## config.mk

```make
export PLATFORM = sky130hd
export DESIGN_NAME = cache_tag_ctrl
export DESIGN_NICKNAME = d
export VERILOG_FILES = /design/src/rtl/cache_pkg.sv /design/src/rtl/cache_tag_way.sv /design/src/rtl/cache_tag_ctrl.sv
export SDC_FILE = /design/constraint.sdc
export NUM_CORES = 1
export LEC_CHECK = 0
export BUFFER_PORTS_ARGS = -buffer_cell sky130_fd_sc_hd__buf_2
export CAP_MARGIN = 15
export CORE_ASPECT_RATIO = 0.75
export CORE_MARGIN = 2
export CORE_UTILIZATION = 45
export DETAILED_ROUTE_END_ITERATION = 7
export GPL_ROUTABILITY_DRIVEN = 0
export PLACE_DENSITY_LB_ADDON = 0.3
export RECOVER_POWER = 100
export SLEW_MARGIN = 20
export SYNTH_ARGS = -nofsm -noshare
export SYNTH_HDL_FRONTEND = slang
export SYNTH_SLANG_ARGS = --single-unit
```

## constraint.sdc

```tcl
create_clock -name clk -period 6.8 [get_ports clk]
set_clock_uncertainty 0.1 [all_clocks]
set_input_delay 0.68 -clock clk [delete_from_list [all_inputs] [get_ports clk]]
set_output_delay 0.68 -clock clk [all_outputs]
set_load 0.01 [all_outputs]
```

## src/rtl/cache_pkg.sv

```systemverilog
`default_nettype none
// ============================================================================
//  Module   : cache_pkg
//  Purpose  : Shared definitions for the cache tag controller. It holds the
//             FSM state encoding, the helpers that derive the tag width and
//             set count, and an address splitter that returns index and tag.
//  Ports    : none (package)
//  Revision : 1.0  initial release
// ============================================================================
package cache_pkg;

   typedef enum logic [1:0] {
      ST_IDLE   = 2'd0,
      ST_CMP    = 2'd1,
      ST_REFILL = 2'd2
   } state_t;

   // Default geometry of the CPU cache
   localparam int DEF_ADDR_W   = 16;
   localparam int DEF_OFFSET_W = 2;
   localparam int DEF_INDEX_W  = 4;

   function automatic int tag_width(input int addr_w, input int offset_w,
                                    input int index_w);
      return addr_w - index_w - offset_w;
   endfunction

   function automatic int set_count(input int index_w);
      return 1 << index_w;
   endfunction

   localparam int DEF_TAG_W = tag_width(DEF_ADDR_W, DEF_OFFSET_W, DEF_INDEX_W);
   localparam int DEF_SETS  = set_count(DEF_INDEX_W);

   // Index and tag are returned zero-extended to 32 bits; callers size-cast
   // them down to INDEX_W / TAG_W. Addresses are limited to 32 bits.
   typedef struct packed {
      logic [31:0] index;
      logic [31:0] tag;
   } addr_split_t;

   function automatic addr_split_t split_addr(input logic [31:0] add,
                                              input int offset_w,
                                              input int index_w);
      addr_split_t s;
      s.index = (add >> offset_w) & ((32'd1 << index_w) - 32'd1);
      s.tag   = add >> (offset_w + index_w);
      return s;
   endfunction

endpackage
`default_nettype wire

```

## src/rtl/cache_tag_way.sv

```systemverilog
`default_nettype none
// ============================================================================
//  Module   : cache_tag_way
//  Purpose  : One way of the tag store: a tag array (not reset) plus a
//             valid bit per set, with single-set write, clear-all and a
//             tag-match output for the currently addressed set.
//  Ports    : clk, rst        clock, synchronous active-high reset
//             clear_all       invalidate every set
//             wr_en, wr_tag   write wr_tag into set 'index' and mark valid
//             index           set being compared / written
//             cmp_tag         tag to compare against the stored one
//             match           stored line valid and tag equal
//             valid           valid bit of set 'index'
//  Revision : 1.0  initial release
// ============================================================================
module cache_tag_way
   import cache_pkg::*;
#(
   parameter int INDEX_W = DEF_INDEX_W,
   parameter int TAG_W   = DEF_TAG_W
) (
   input  logic               clk,
   input  logic               rst,
   input  logic               clear_all,
   input  logic               wr_en,
   input  logic [INDEX_W-1:0] index,
   input  logic [TAG_W-1:0]   wr_tag,
   input  logic [TAG_W-1:0]   cmp_tag,
   output logic               match,
   output logic               valid
);
   localparam int SETS = set_count(INDEX_W);

   logic [TAG_W-1:0] tag_mem [SETS];
   logic [SETS-1:0]  valid_q;
   logic [SETS-1:0]  valid_d;

   always_comb begin
      valid_d = valid_q;
      if (clear_all) begin
         valid_d = '0;
      end else if (wr_en) begin
         valid_d[index] = 1'b1;
      end
   end

   always_ff @(posedge clk) begin
      if (rst) begin
         valid_q <= '0;
      end else begin
         valid_q <= valid_d;
      end
   end

   // Tags need no reset: a tag is only ever looked at behind its valid bit.
   always_ff @(posedge clk) begin
      if (wr_en) begin
         tag_mem[index] <= wr_tag;
      end
   end

   assign valid = valid_q[index];
   assign match = valid_q[index] & (tag_mem[index] == cmp_tag);

endmodule
`default_nettype wire

```

## src/rtl/cache_tag_ctrl.sv

```systemverilog
`default_nettype none
// ============================================================================
//  Module   : cache_tag_ctrl
//  Purpose  : Set-associative (1 or 2 way) tag controller. Accepts lookups
//             on a valid/ready handshake, answers hit/miss with the hit or
//             filled way, runs a refill handshake on a miss and supports a
//             whole-cache flush.
//  Ports    : clk, rst                clock, synchronous active-high reset
//             req_valid/req_ready     lookup handshake
//             req_add                 lookup byte address
//             flush                   invalidate all lines (IDLE only)
//             resp_valid/hit/way      one-cycle response strobe and payload
//             refill_req/refill_add   line fetch request toward memory
//             refill_ack              memory delivered the line
//  Revision : 1.0  initial release
// ============================================================================
module cache_tag_ctrl
   import cache_pkg::*;
#(
   parameter int ADDR_W   = DEF_ADDR_W,
   parameter int OFFSET_W = DEF_OFFSET_W,
   parameter int INDEX_W  = DEF_INDEX_W,
   parameter int WAYS     = 2
) (
   input  logic              clk,
   input  logic              rst,
   input  logic              req_valid,
   output logic              req_ready,
   input  logic [ADDR_W-1:0] req_add,
   input  logic              flush,
   output logic              resp_valid,
   output logic              resp_hit,
   output logic              resp_way,
   output logic              refill_req,
   output logic [ADDR_W-1:0] refill_add,
   input  logic              refill_ack
);
   localparam int TAG_W = tag_width(ADDR_W, OFFSET_W, INDEX_W);
   localparam int SETS  = set_count(INDEX_W);

   state_t            state_q, state_d;
   logic [ADDR_W-1:0] add_q, add_d;
   logic              victim_q, victim_d;
   logic [SETS-1:0]   lru_q, lru_d;
   logic              resp_valid_q, resp_valid_d;
   logic              resp_hit_q, resp_hit_d;
   logic              resp_way_q, resp_way_d;
   logic              refill_req_q, refill_req_d;
   logic [ADDR_W-1:0] refill_add_q, refill_add_d;

   // Lookups and fills always work on the latched request address.
   addr_split_t        w_split;
   logic [INDEX_W-1:0] w_index;
   logic [TAG_W-1:0]   w_tag;

   assign w_split = split_addr(32'(add_q), OFFSET_W, INDEX_W);
   assign w_index = INDEX_W'(w_split.index);
   assign w_tag   = TAG_W'(w_split.tag);

   logic [WAYS-1:0] w_match;
   logic [WAYS-1:0] w_valid;
   logic [WAYS-1:0] w_wr_en;
   logic            w_fill;
   logic            w_clear;
   logic            w_hit;
   logic            w_hit_way;
   logic            w_victim;

   assign w_fill  = (state_q == ST_REFILL) & refill_ack;
   assign w_clear = (state_q == ST_IDLE) & flush;

   for (genvar g = 0; g < WAYS; g++) begin : g_way
      assign w_wr_en[g] = w_fill & (victim_q == 1'(g));

      cache_tag_way #(
         .INDEX_W (INDEX_W),
         .TAG_W   (TAG_W)
      ) u_way (
         .clk       (clk),
         .rst       (rst),
         .clear_all (w_clear),
         .wr_en     (w_wr_en[g]),
         .index     (w_index),
         .wr_tag    (w_tag),
         .cmp_tag   (w_tag),
         .match     (w_match[g]),
         .valid     (w_valid[g])
      );
   end

   if (WAYS == 2) begin : g_two_way
      assign w_hit     = |w_match;
      assign w_hit_way = w_match[1] & ~w_match[0];
      // Fill an empty way first (way 0 before way 1), else evict by LRU.
      assign w_victim  = ~w_valid[0] ? 1'b0 :
                         ~w_valid[1] ? 1'b1 : lru_q[w_index];
   end else if (WAYS == 1) begin : g_one_way
      assign w_hit     = w_match[0];
      assign w_hit_way = 1'b0;
      assign w_victim  = 1'b0;
   end else begin : g_bad_ways
      $error("cache_tag_ctrl: WAYS must be 1 or 2");
   end

   always_comb begin
      state_d      = state_q;
      add_d        = add_q;
      victim_d     = victim_q;
      lru_d        = lru_q;
      resp_valid_d = 1'b0;
      resp_hit_d   = 1'b0;
      resp_way_d   = 1'b0;
      refill_req_d = refill_req_q;
      refill_add_d = refill_add_q;
      req_ready    = 1'b0;

      case (state_q)
         ST_IDLE: begin
            req_ready = ~flush;
            if (flush) begin
               lru_d = '0;
            end else if (req_valid) begin
               add_d   = req_add;
               state_d = ST_CMP;
            end
         end
         ST_CMP: begin
            if (w_hit) begin
               resp_valid_d   = 1'b1;
               resp_hit_d     = 1'b1;
               resp_way_d     = w_hit_way;
               lru_d[w_index] = ~w_hit_way;
               state_d        = ST_IDLE;
            end else begin
               refill_req_d = 1'b1;
               refill_add_d = {add_q[ADDR_W-1:OFFSET_W], {OFFSET_W{1'b0}}};
               victim_d     = w_victim;
               state_d      = ST_REFILL;
            end
         end
         ST_REFILL: begin
            if (refill_ack) begin
               refill_req_d   = 1'b0;
               resp_valid_d   = 1'b1;
               resp_way_d     = victim_q;
               lru_d[w_index] = ~victim_q;
               state_d        = ST_IDLE;
            end
         end
         default: begin
            state_d = ST_IDLE;
         end
      endcase
   end

   always_ff @(posedge clk) begin
      if (rst) begin
         state_q      <= ST_IDLE;
         add_q        <= '0;
         victim_q     <= 1'b0;
         lru_q        <= '0;
         resp_valid_q <= 1'b0;
         resp_hit_q   <= 1'b0;
         resp_way_q   <= 1'b0;
         refill_req_q <= 1'b0;
         refill_add_q <= '0;
      end else begin
         state_q      <= state_d;
         add_q        <= add_d;
         victim_q     <= victim_d;
         lru_q        <= lru_d;
         resp_valid_q <= resp_valid_d;
         resp_hit_q   <= resp_hit_d;
         resp_way_q   <= resp_way_d;
         refill_req_q <= refill_req_d;
         refill_add_q <= refill_add_d;
      end
   end

   assign resp_valid = resp_valid_q;
   assign resp_hit   = resp_hit_q;
   assign resp_way   = resp_way_q;
   assign refill_req = refill_req_q;
   assign refill_add = refill_add_q;

endmodule
`default_nettype wire
```

Yosys cells after proc, flatten, opt, wreduce, memory -nomap -nowiden

Memory sizes are Yosys's and may differ from the RTL's. A register that Yosys moved wholly into a read port is not among the register bits.
Cells that the tools add are included.
Widths: inputs -> output; s select.

Memories: 2
Bits in writable memories: 320
Bits in registers: 85
Output and inout port bits: 21

Reduce and logical (&&, ||, !) cells: 12
Equal/unequal tests: 10
Bitwise logic cells: 15
Order comparisons: 2
Mux-type cells: 39

Memory list:

| name                   | depth | width | read ports | clocked after memory_dff | wr ports | line                | RTL |
|---|---|---|---|---|---|---|---|
| g_way[0].u_way.tag_mem | 16    | 10    | 1          | 1                        | 1        | cache_tag_way.sv:34 | `logic [TAG_W-1:0] tag_mem [SETS];` |
| g_way[1].u_way.tag_mem | 16    | 10    | 1          | 1                        | 1        | cache_tag_way.sv:34 |  |

Operators by type and width:

| kind               | number |
|---|---|
| $mux 16            | 3 |
| $pmux 16 s3        | 1 |
| $bwmux 16          | 2 |
| $or 16x16->16      | 2 |
| $eq 10x10->1       | 2 |
| $mux 1             | 17 |
| $mux 4             | 4 |
| $bmux 1 s4         | 3 |
| $ne 2x2->1 const B | 6 |
| $reduce_and 3->1   | 3 |
| $mux 2             | 4 |
| $and 1x1->1        | 7 |
| $not 1->1          | 6 |
| $pmux 1 s2         | 3 |
| $pmux 2 s3         | 1 |
| $reduce_or 2->1    | 3 |
| $lt 4x5->1 const B | 1 |
| $demux 1 s4        | 1 |
| $ge 4x1->1 const B | 1 |
| $reduce_and 4->1   | 1 |
| $reduce_bool 3->1  | 1 |
| $eq 2x1->1 const B | 1 |
| $eq 2x2->1 const B | 1 |
| $logic_not 2->1    | 1 |
| 3 further kinds    | 3 |

Depth between registers and ports, before layout

Gate-level depths: netlist (run 1).

Depth after elaboration: 9
Mapped depth: 17
Depth with buffers taken out: 10

Cells and area by module

Synthesis (run 1) repeated with hierarchy kept, for this count alone.

Cells, all modules: 1,036
Area, all modules: 16,622.2 sq um

By module, submodules not included:

| module                          | instances | area each (sq um) | sequential area each (sq um) | cells each |
|---|---|---|---|---|
| cache_tag_way at g_way[0].u_way | 1         | 7,110.6           | 5,124.9                      | 388 |
| cache_tag_way at g_way[1].u_way | 1         | 7,000.5           | 5,124.9                      | 352 |
| cache_tag_ctrl                  | 1         | 2,511.2           | 1,021.0                      | 296 |

Least setup slack after synthesis (run 1)

No wires, ideal clock.

Kind: reg2reg
Start point: register with a tool-made name
End point: register lru_q[10]
Stages on the path, launching flop included: 15
Buffers on the path: 6
Setup slack: 3.326 ns
Required time: 6.586 ns
Data arrival time: 3.260 ns
Path through: dfxtp_1 > buf_6 > buf_12 > buf_12 > buf_6 > mux4_2 > mux4_2 > xor2_1 > a2111oi_4 > and4_1 > nor3_2 > o21ba_1 > buf_6 > buf_6 > a21o_1

RTL lines:

| what                 | line                  | RTL |
|---|---|---|
| end signal, assigned | cache_tag_ctrl.sv:171 | `lru_q <= lru_d;` |
| end, declared        | cache_tag_ctrl.sv:44  | `logic [SETS-1:0] lru_q, lru_d;` |

==> results.py, run 1 <==
metrics = {
    "finish": {
        "final_nets": 1093,
        "fin_util_pct": 50.81,
        "antennaDiodeCount": 0,
        "drive_above_1_share_pct": 15.30,
        "fin_area_mm2": 0.01831,
        "area_growth_pct": 10.78,
    },
    "routing": {
        "totalWireLength_um": 38600,
        "wl_per_cell_um": 24.69,
        "viasPerCell": 5.949,
        "dr.pass1.iters": 5,
        "final_antenna_net_count": 0,
        "vias": 9299,
        "route.detailed.drc": 0,
        "drt_iter0_drc": 995,
    },
    "clock_tree": {
        "clkLatencyLatePin_ns": 0.54,
        "cts_setup_buffers": 0,
        "cts_hold_buf": 0,
        "cts_root_buf": "clkbuf_16",
        "cts_buffer_depth": 3,
        "clkTransAtPathRegs_ns": 0.06,
        "cts_resized": 0,
        "cts.sinks": 407,
        "cts_buffers": 39,
        "cts_tree": "built",
        "cts_htree_levels": 2,
    },
    "power_and_ir_drop": {
        "p_leak_nw": 5.892,
        "powerDensity_mw_per_mm2": 275.9,
        "power_mw": 5.050,
        "vdd_drop_max_uv": 200.9,
    },
    "timing": {
        "setup_viol": 0,
        "period_minus_slack_ns": 4.916,
        "relSlewSlack_pct": -37.90,
        "setup_slack_ns": 1.884,
        "worst_slew_pin_slew_ns": 2.069,
        "setup_tns_ns": 0,
        "fin_crit_sh_pct": 72.29,
        "rsz0062_at_grt": "false",
        "finalHoldViolations": 0,
        "drv_slew": 311,
        "fmax_mhz": 203.4,
    },
    "worst_setup_path": {
        "setup.worst_path.class": "flip-flop to flip-flop",
        "end_kind": "flip-flop",
        "critPathLaunchType": "flip-flop",
        "path_max_fanout": 33,
        "worstPathArrival_ns": 5.24,
        "crit_required_ns": 7.12,
    },
    "global_routing": {
        "grt_pass1_wl_um": 57250,
        "top_usage_layer": "met1",
        "grt_util_met1_pct": 30.87,
        "grt_overflow": 0,
        "grt_start_max_net_pins": 45,
        "track_usage_pct": 20.45,
        "met3_usage_pct": 4.765,
        "grt_antenna_before_repair": 0,
        "met2_usage_pct": 29.99,
        "first_global_vias": 8944,
    },
    "floorplanning": {
        "core-area_mm2": 0.03603,
        "initial_utilization_pct": 45.86,
        "die_area_mm2": 0.03829,
        "fp-row-count": 60,
        "die_h_um": 170.0,
        "io_pins": 42,
        "dieWidth_um": 225.3,
    },
    "job": {
        "drv_cap": 11,
    },
    "placement": {
        "port_buffers": 37,
        "dp_hpwl_um": 23090,
        "dp_slack_ns": 1.937,
        "dpl-instance-area_mm2": 0.01726,
    },
    "logic_synthesis": {
        "synth_ff_type": "edfxtp_1",
        "synth_cells": 1008,
        "ys_seq_area_share_pct": 68.69,
        "synth_edf_count": 320,
        "synth.distinct_cells": 63,
        "syn_avg_cell_area_um2": 16.39,
        "synthesis.area_mm2": 0.01653,
        "synth_async_sr_flop_share_pct": 0,
        "yosys_warnings": 0,
        "synth_seq_cells": 407,
    },
    "status": {
        "violations": "capacitance limit, slew limit",
        "outcome": "finished with violations",
    },
    "worst_hold_path": {
        "hp-class": "primary input to flip-flop",
    },
}
-- power by group --
| part | internal, mW | total (mW) | switching [mW] |
|---|---|---|---|
| clock | 1.18 | 2.08 | 0.905 |
| sequential | 2.69 | 2.71 | 0.0271 |
| combinational | 0.0966 | 0.256 | 0.159 |
-- Yosys cell counts (2+ instances only) --
master     count  area (um^2)
nand2_1       53        198.9
buf_6         11        123.9
buf_12         2        40.04
a22oi_1       27        202.7
or2_2          3        18.77
a211oi_1       2        15.01
a22o_1         5        43.79
a21o_1        17        127.6
xnor2_1       10        87.58
nor3_1         2        10.01
nor3b_1        2        15.01
nand4_1        3        18.77
ha_1           4        50.05
o31ai_1        2        15.01
mux4_2        69         1554
nand2b_1       3        18.77
a21oi_1       27        135.1
nand3_1       30        150.1
dfxtp_1       87         1742
nor2b_1       12        75.07
o32ai_1       15        131.4
and2_1         4        25.02
o21ai_0        2        10.01
a2111oi_0      2        17.52
mux2_2         2        22.52
buf_2          9        45.04
nand3b_1       3        22.52
a2bb2oi_1      2        17.52
o21a_1        37        277.8
and4_1         3        26.28
edfxtp_1     320         9609
inv_1          8        30.03
nor2_1        59        221.5
mux2i_1       86        860.8
clkbuf_1      29        108.9
buf_4         10        75.07
and3_1        10        62.56
xor2_1         8        70.07
buf_1          3        11.26
o221ai_1       2        17.52
-- path summary, 6_finish.rpt --
kind                            slack [ns]                                     from  depth (start not counted)                                      end
worst max register to register        1.88                                flip-flop                         11                    lru_q[5]$_SDFFE_PP0P_
worst max-delay path                  1.88                                flip-flop                         11                    lru_q[5]$_SDFFE_PP0P_
worst min register to register        0.36  g_way[0].u_way.valid_q[14]$_SDFFE_PP0P_                          1  g_way[0].u_way.valid_q[14]$_SDFFE_PP0P_
worst min-delay path                  0.28                               req_add[8]                          3                    add_q[8]$_SDFFE_PP0P_
-- layout by cell type (no fill, tap or decap), types with 3 or more instances in the layout --
master     netlist  layout
o21a_1          37      37
edfxtp_1       320     320
nand3b_1         3       3
nor2_1          59      59
xor2_1           8       8
clkinv_2         0       7
xnor2_1         10      10
clkbuf_16        0      41
nand3_1         30      30
a21o_1          17      17
nand2b_1         3       3
clkinv_1         0       4
a21oi_1         27      25
and3_1          10      10
o32ai_1         15      15
clkbuf_1        29      65
dfxtp_1         87      84
nand2_1         53      53
nand4_1          3       3
mux4_2          69      69
buf_4           10      11
and4_1           3       3
buf_2            9      18
mux2i_1         86      86
a22o_1           5       5
inv_1            8       8
and2_1           4       3
a22oi_1         27      27
nor2b_1         12      12
ha_1             4       4
-- kinds of logic (layout without fill, tap and decap cells) --
group	count (synthesis)	after routing	synth area share (%)
flops	407	407	68.69
simple gates	192	192	5.482
mux	157	157	14.75
compound gates	156	156	7.087
buf+inv	73	162	2.718
xor+xnor	18	18	0.9540
fa+ha+maj	4	4	0.3029
other cells	1	2	0.02269
-- critical path: stages (launching register included) --
cell	delay [ns]
dfxtp_4	0.75
buf_4	0.59
mux4_2	0.62
a22o_1	0.25
a221oi_1	0.28
xnor2_1	0.15
a2111oi_0	0.41
and4_1	0.53
nor3_4	0.04
buf_4	0.27
o21ba_1	0.47
a21o_1	0.27
-- state kept, by name (all words and copies together), names as in the netlist, named ones only --
name / cells
add_q: 14
resp_way: 1
g_way.u_way.tag_mem: 320
refill_req: 1
state_q: 2
resp_hit: 1
victim_q: 1
resp_valid: 1
g_way.u_way.valid_q: 32
lru_q: 16
refill_add: 14
-- layout make-up --
cell class                      instances  area [um^2]
Timing Repair Buffer                   83        375.4
Multi-Input combinational cell        529         4750
Inverter                                8        30.03
Fill cell                            3028        17730
Sequential cell                       407        11360
Tap cell                              465        581.8
Clock buffer                           56         1107
Clock inverter                         15        103.9
-- per-stage QoR --
stage | std cells | hold slack [ns]
finish | 1563 | 0.2839
global route | 1563 | 0.2939
CTS | 1563 | 0.2628
detailed placement | 1492 | 0.3476
global placement | 1492 | 0.3414
floorplan | 1009 | 0.3354
-- routing by layer --
| metal | wire [um] | part of all wire, % |
|---|---|---|
| met5 | 0 | 0 |
| met4 | 677 | 1.8 |
| met3 | 3470 | 9.0 |
| met2 | 17070 | 44 |
| met1 | 17380 | 45 |
Note: power is estimated with default switching activity, not from simulation.
==> run 2: changes to the inputs <==
clock period = 4.4 ns   (was 6.8 ns; I/O delays follow)
==> run 2 against run 1 <==
The flow still finishes with violations (capacitance limit, slew limit). Non-clock buffer count grew 24. Maximum frequency grew 26%. Sequential cell count is the same. Critical path depth grew 1. Setup slack lost 1.4 ns. Clock power grew 69%. First-iteration DRC count shrank 8.5%. Combinational power grew 52%. Via count grew 0.14%. Largest cell class unchanged. Largest power group unchanged.
==> results.py, run 2 (synthesis gave the netlist of run 1 again) <==
metrics = {
    "timing": {
        "setup_viol": 0,
        "setup_tns_ns": 0,
        "setup_slack_ns": 0.4935,
        "worst_slew_pin_slew_ns": 1.764,
        "period_minus_slack_ns": 3.906,
        "fmax_mhz": 256.0,
        "rsz0062_at_grt": "false",
        "fin_crit_sh_pct": 88.78,
        "relSlewSlack_pct": -18.04,
        "drv_slew": 72,
        "finalHoldViolations": 0,
    },
    "floorplanning": {
        "die_area_mm2": 0.03829,
        "dieWidth_um": 225.3,
        "fp-row-count": 60,
        "core-area_mm2": 0.03603,
        "initial_utilization_pct": 45.86,
        "io_pins": 42,
        "die_h_um": 170.0,
    },
    "finish": {
        "final_nets": 1117,
        "antennaDiodeCount": 0,
        "regMostFlops": "g_way.u_way.tag_mem",
        "fin_util_pct": 51.68,
        "largest_reg_flops": 320,
        "drive_above_1_share_pct": 16.95,
        "top_regs": "g_way.u_way.tag_mem (320), g_way.u_way.valid_q (32), lru_q (16)",
        "final_cell_mix": "edfxtp_1 (320), mux2i_1 (86), dfxtp_1 (84)",
        "area_growth_pct": 12.68,
        "final_common_cell": "edfxtp_1",
        "fin_area_mm2": 0.01862,
    },
    "power_and_ir_drop": {
        "vdd_drop_max_uv": 275.6,
        "powerDensity_mw_per_mm2": 435.0,
        "power_mw": 8.100,
        "p_leak_nw": 6.049,
    },
    "routing": {
        "wl_per_cell_um": 24.60,
        "dr.pass1.iters": 7,
        "route.detailed.drc": 0,
        "viasPerCell": 5.871,
        "totalWireLength_um": 39010,
        "vias": 9312,
        "drt_iter0_drc": 910,
        "final_antenna_net_count": 0,
    },
    "global_routing": {
        "grt_overflow": 0,
        "track_usage_pct": 20.81,
        "grt_start_max_net_pins": 38,
        "grt_pass1_wl_um": 58640,
        "first_global_vias": 9160,
        "grt_antenna_before_repair": 0,
    },
    "worst_setup_path": {
        "reg2reg_depth": 12,
        "crit_top_cell": "buf_4",
        "worstPathCellList": "buf_4 -> buf_4 -> mux2i_1 -> a22oi_1 -> and3_1 -> o22a_1 -> o2111a_1 -> and4_1 -> nor3_4 -> buf_4 -> mux2i_1 -> nor2_1",
        "slowest_delay_ns": 0.59,
        "crit_family": "buffers and inverters",
        "worstPathArrival_ns": 4.20,
        "critPathLaunchType": "flip-flop",
        "slowest_stage": "dfxtp_4",
        "end_kind": "flip-flop",
        "rrSetupSlack_ns": 0.49,
        "crit_required_ns": 4.69,
        "path_max_fanout": 32,
        "r2r-end": "refill_add[13]$_SDFFE_PP0P_",
        "critPathBufInv": 3,
        "setup.worst_path.class": "flip-flop to flip-flop",
    },
    "status": {
        "violations": "capacitance limit, slew limit",
        "outcome": "finished with violations",
    },
    "worst_hold_path": {
        "hold_end": "add_q[7]$_SDFFE_PP0P_",
        "holdPathStages": 3,
        "hp-class": "primary input to flip-flop",
        "hold_start": "req_add[7]",
    },
    "clock_tree": {
        "clkLatencyLatePin_ns": 0.54,
        "cts_buffers": 39,
        "cts_root_buf": "clkbuf_16",
        "cts_buffer_depth": 3,
        "cts.sinks": 407,
        "clkTransAtPathRegs_ns": 0.06,
        "cts_htree_levels": 2,
        "cts_tree": "built",
    },
    "job": {
        "drv_cap": 7,
    },
    "placement": {
        "port_buffers": 37,
        "dp_slack_ns": 0.3030,
        "dp_hpwl_um": 24440,
        "dpl-instance-area_mm2": 0.01746,
    },
}
## run 2: routing by layer
layer  vias up  global-route usage [%]  share of wire (%)
met4         0                   4.636                1.8
met1      4786                   32.17                 47
met3        57                   3.436                7.3
li1       4119                       -                  -
met2       350                   30.97                 44
met5         -                       0                  0
## run 2: worst max path at each step
stage               slack, ns                    from  depth (start not counted)                          end
floorplan                0.93               flip-flop                         14       lru_q[10]$_SDFFE_PP0P_
global placement         0.35               flip-flop                         12        lru_q[9]$_SDFFE_PP0P_
detailed placement       0.30               flip-flop                         12        lru_q[4]$_SDFFE_PP0P_
CTS                      0.29               flip-flop                         12  refill_add[14]$_SDFFE_PP0P_
global route             0.20  add_q[14]$_SDFFE_PP0P_                         10  refill_add[13]$_SDFFE_PP0P_
finish                   0.49               flip-flop                         12  refill_add[13]$_SDFFE_PP0P_
## run 2: worst register-to-register path: cells and delay by family, from the launching register on
family	cells	cell delay (ns)
AO/OA/AOI/OAI	3	0.64
AND/OR/NAND/NOR	4	0.73
buffers and inverters	3	1.19
flip-flops	1	0.59
multiplexers	2	0.52
## run 2: power by group
group,internal [mW],switching [mW]
Clock,2.09,1.41
Sequential,4.15,0.0558
Combinational,0.162,0.228
## run 2: through the flow
stage               instances  hold WS, ns
finish                   1586      0.05520
floorplan                1009       0.3354
global route             1586      0.04956
global placement         1515       0.3421
detailed placement       1515       0.3478
CTS                      1585      0.03542
## run 2: final cells by class
cell class	count	area, um^2
clock buffer	49	1076
multi-input combinational	529	4742
inverter	8	30.03
timing repair buffer	107	570.5
fill	2951	17410
sequential	407	11360
tap	465	581.8
clock inverter	21	261.5
## run 2: timing repair
action | CTS | global route
gates resized for setup | 0 | 0
buffers inserted | 0 | 1
endpoints found under the hold margin | 0 | 0
hold buffers | 0 | 0
setup endpoints to repair | 0 | 1
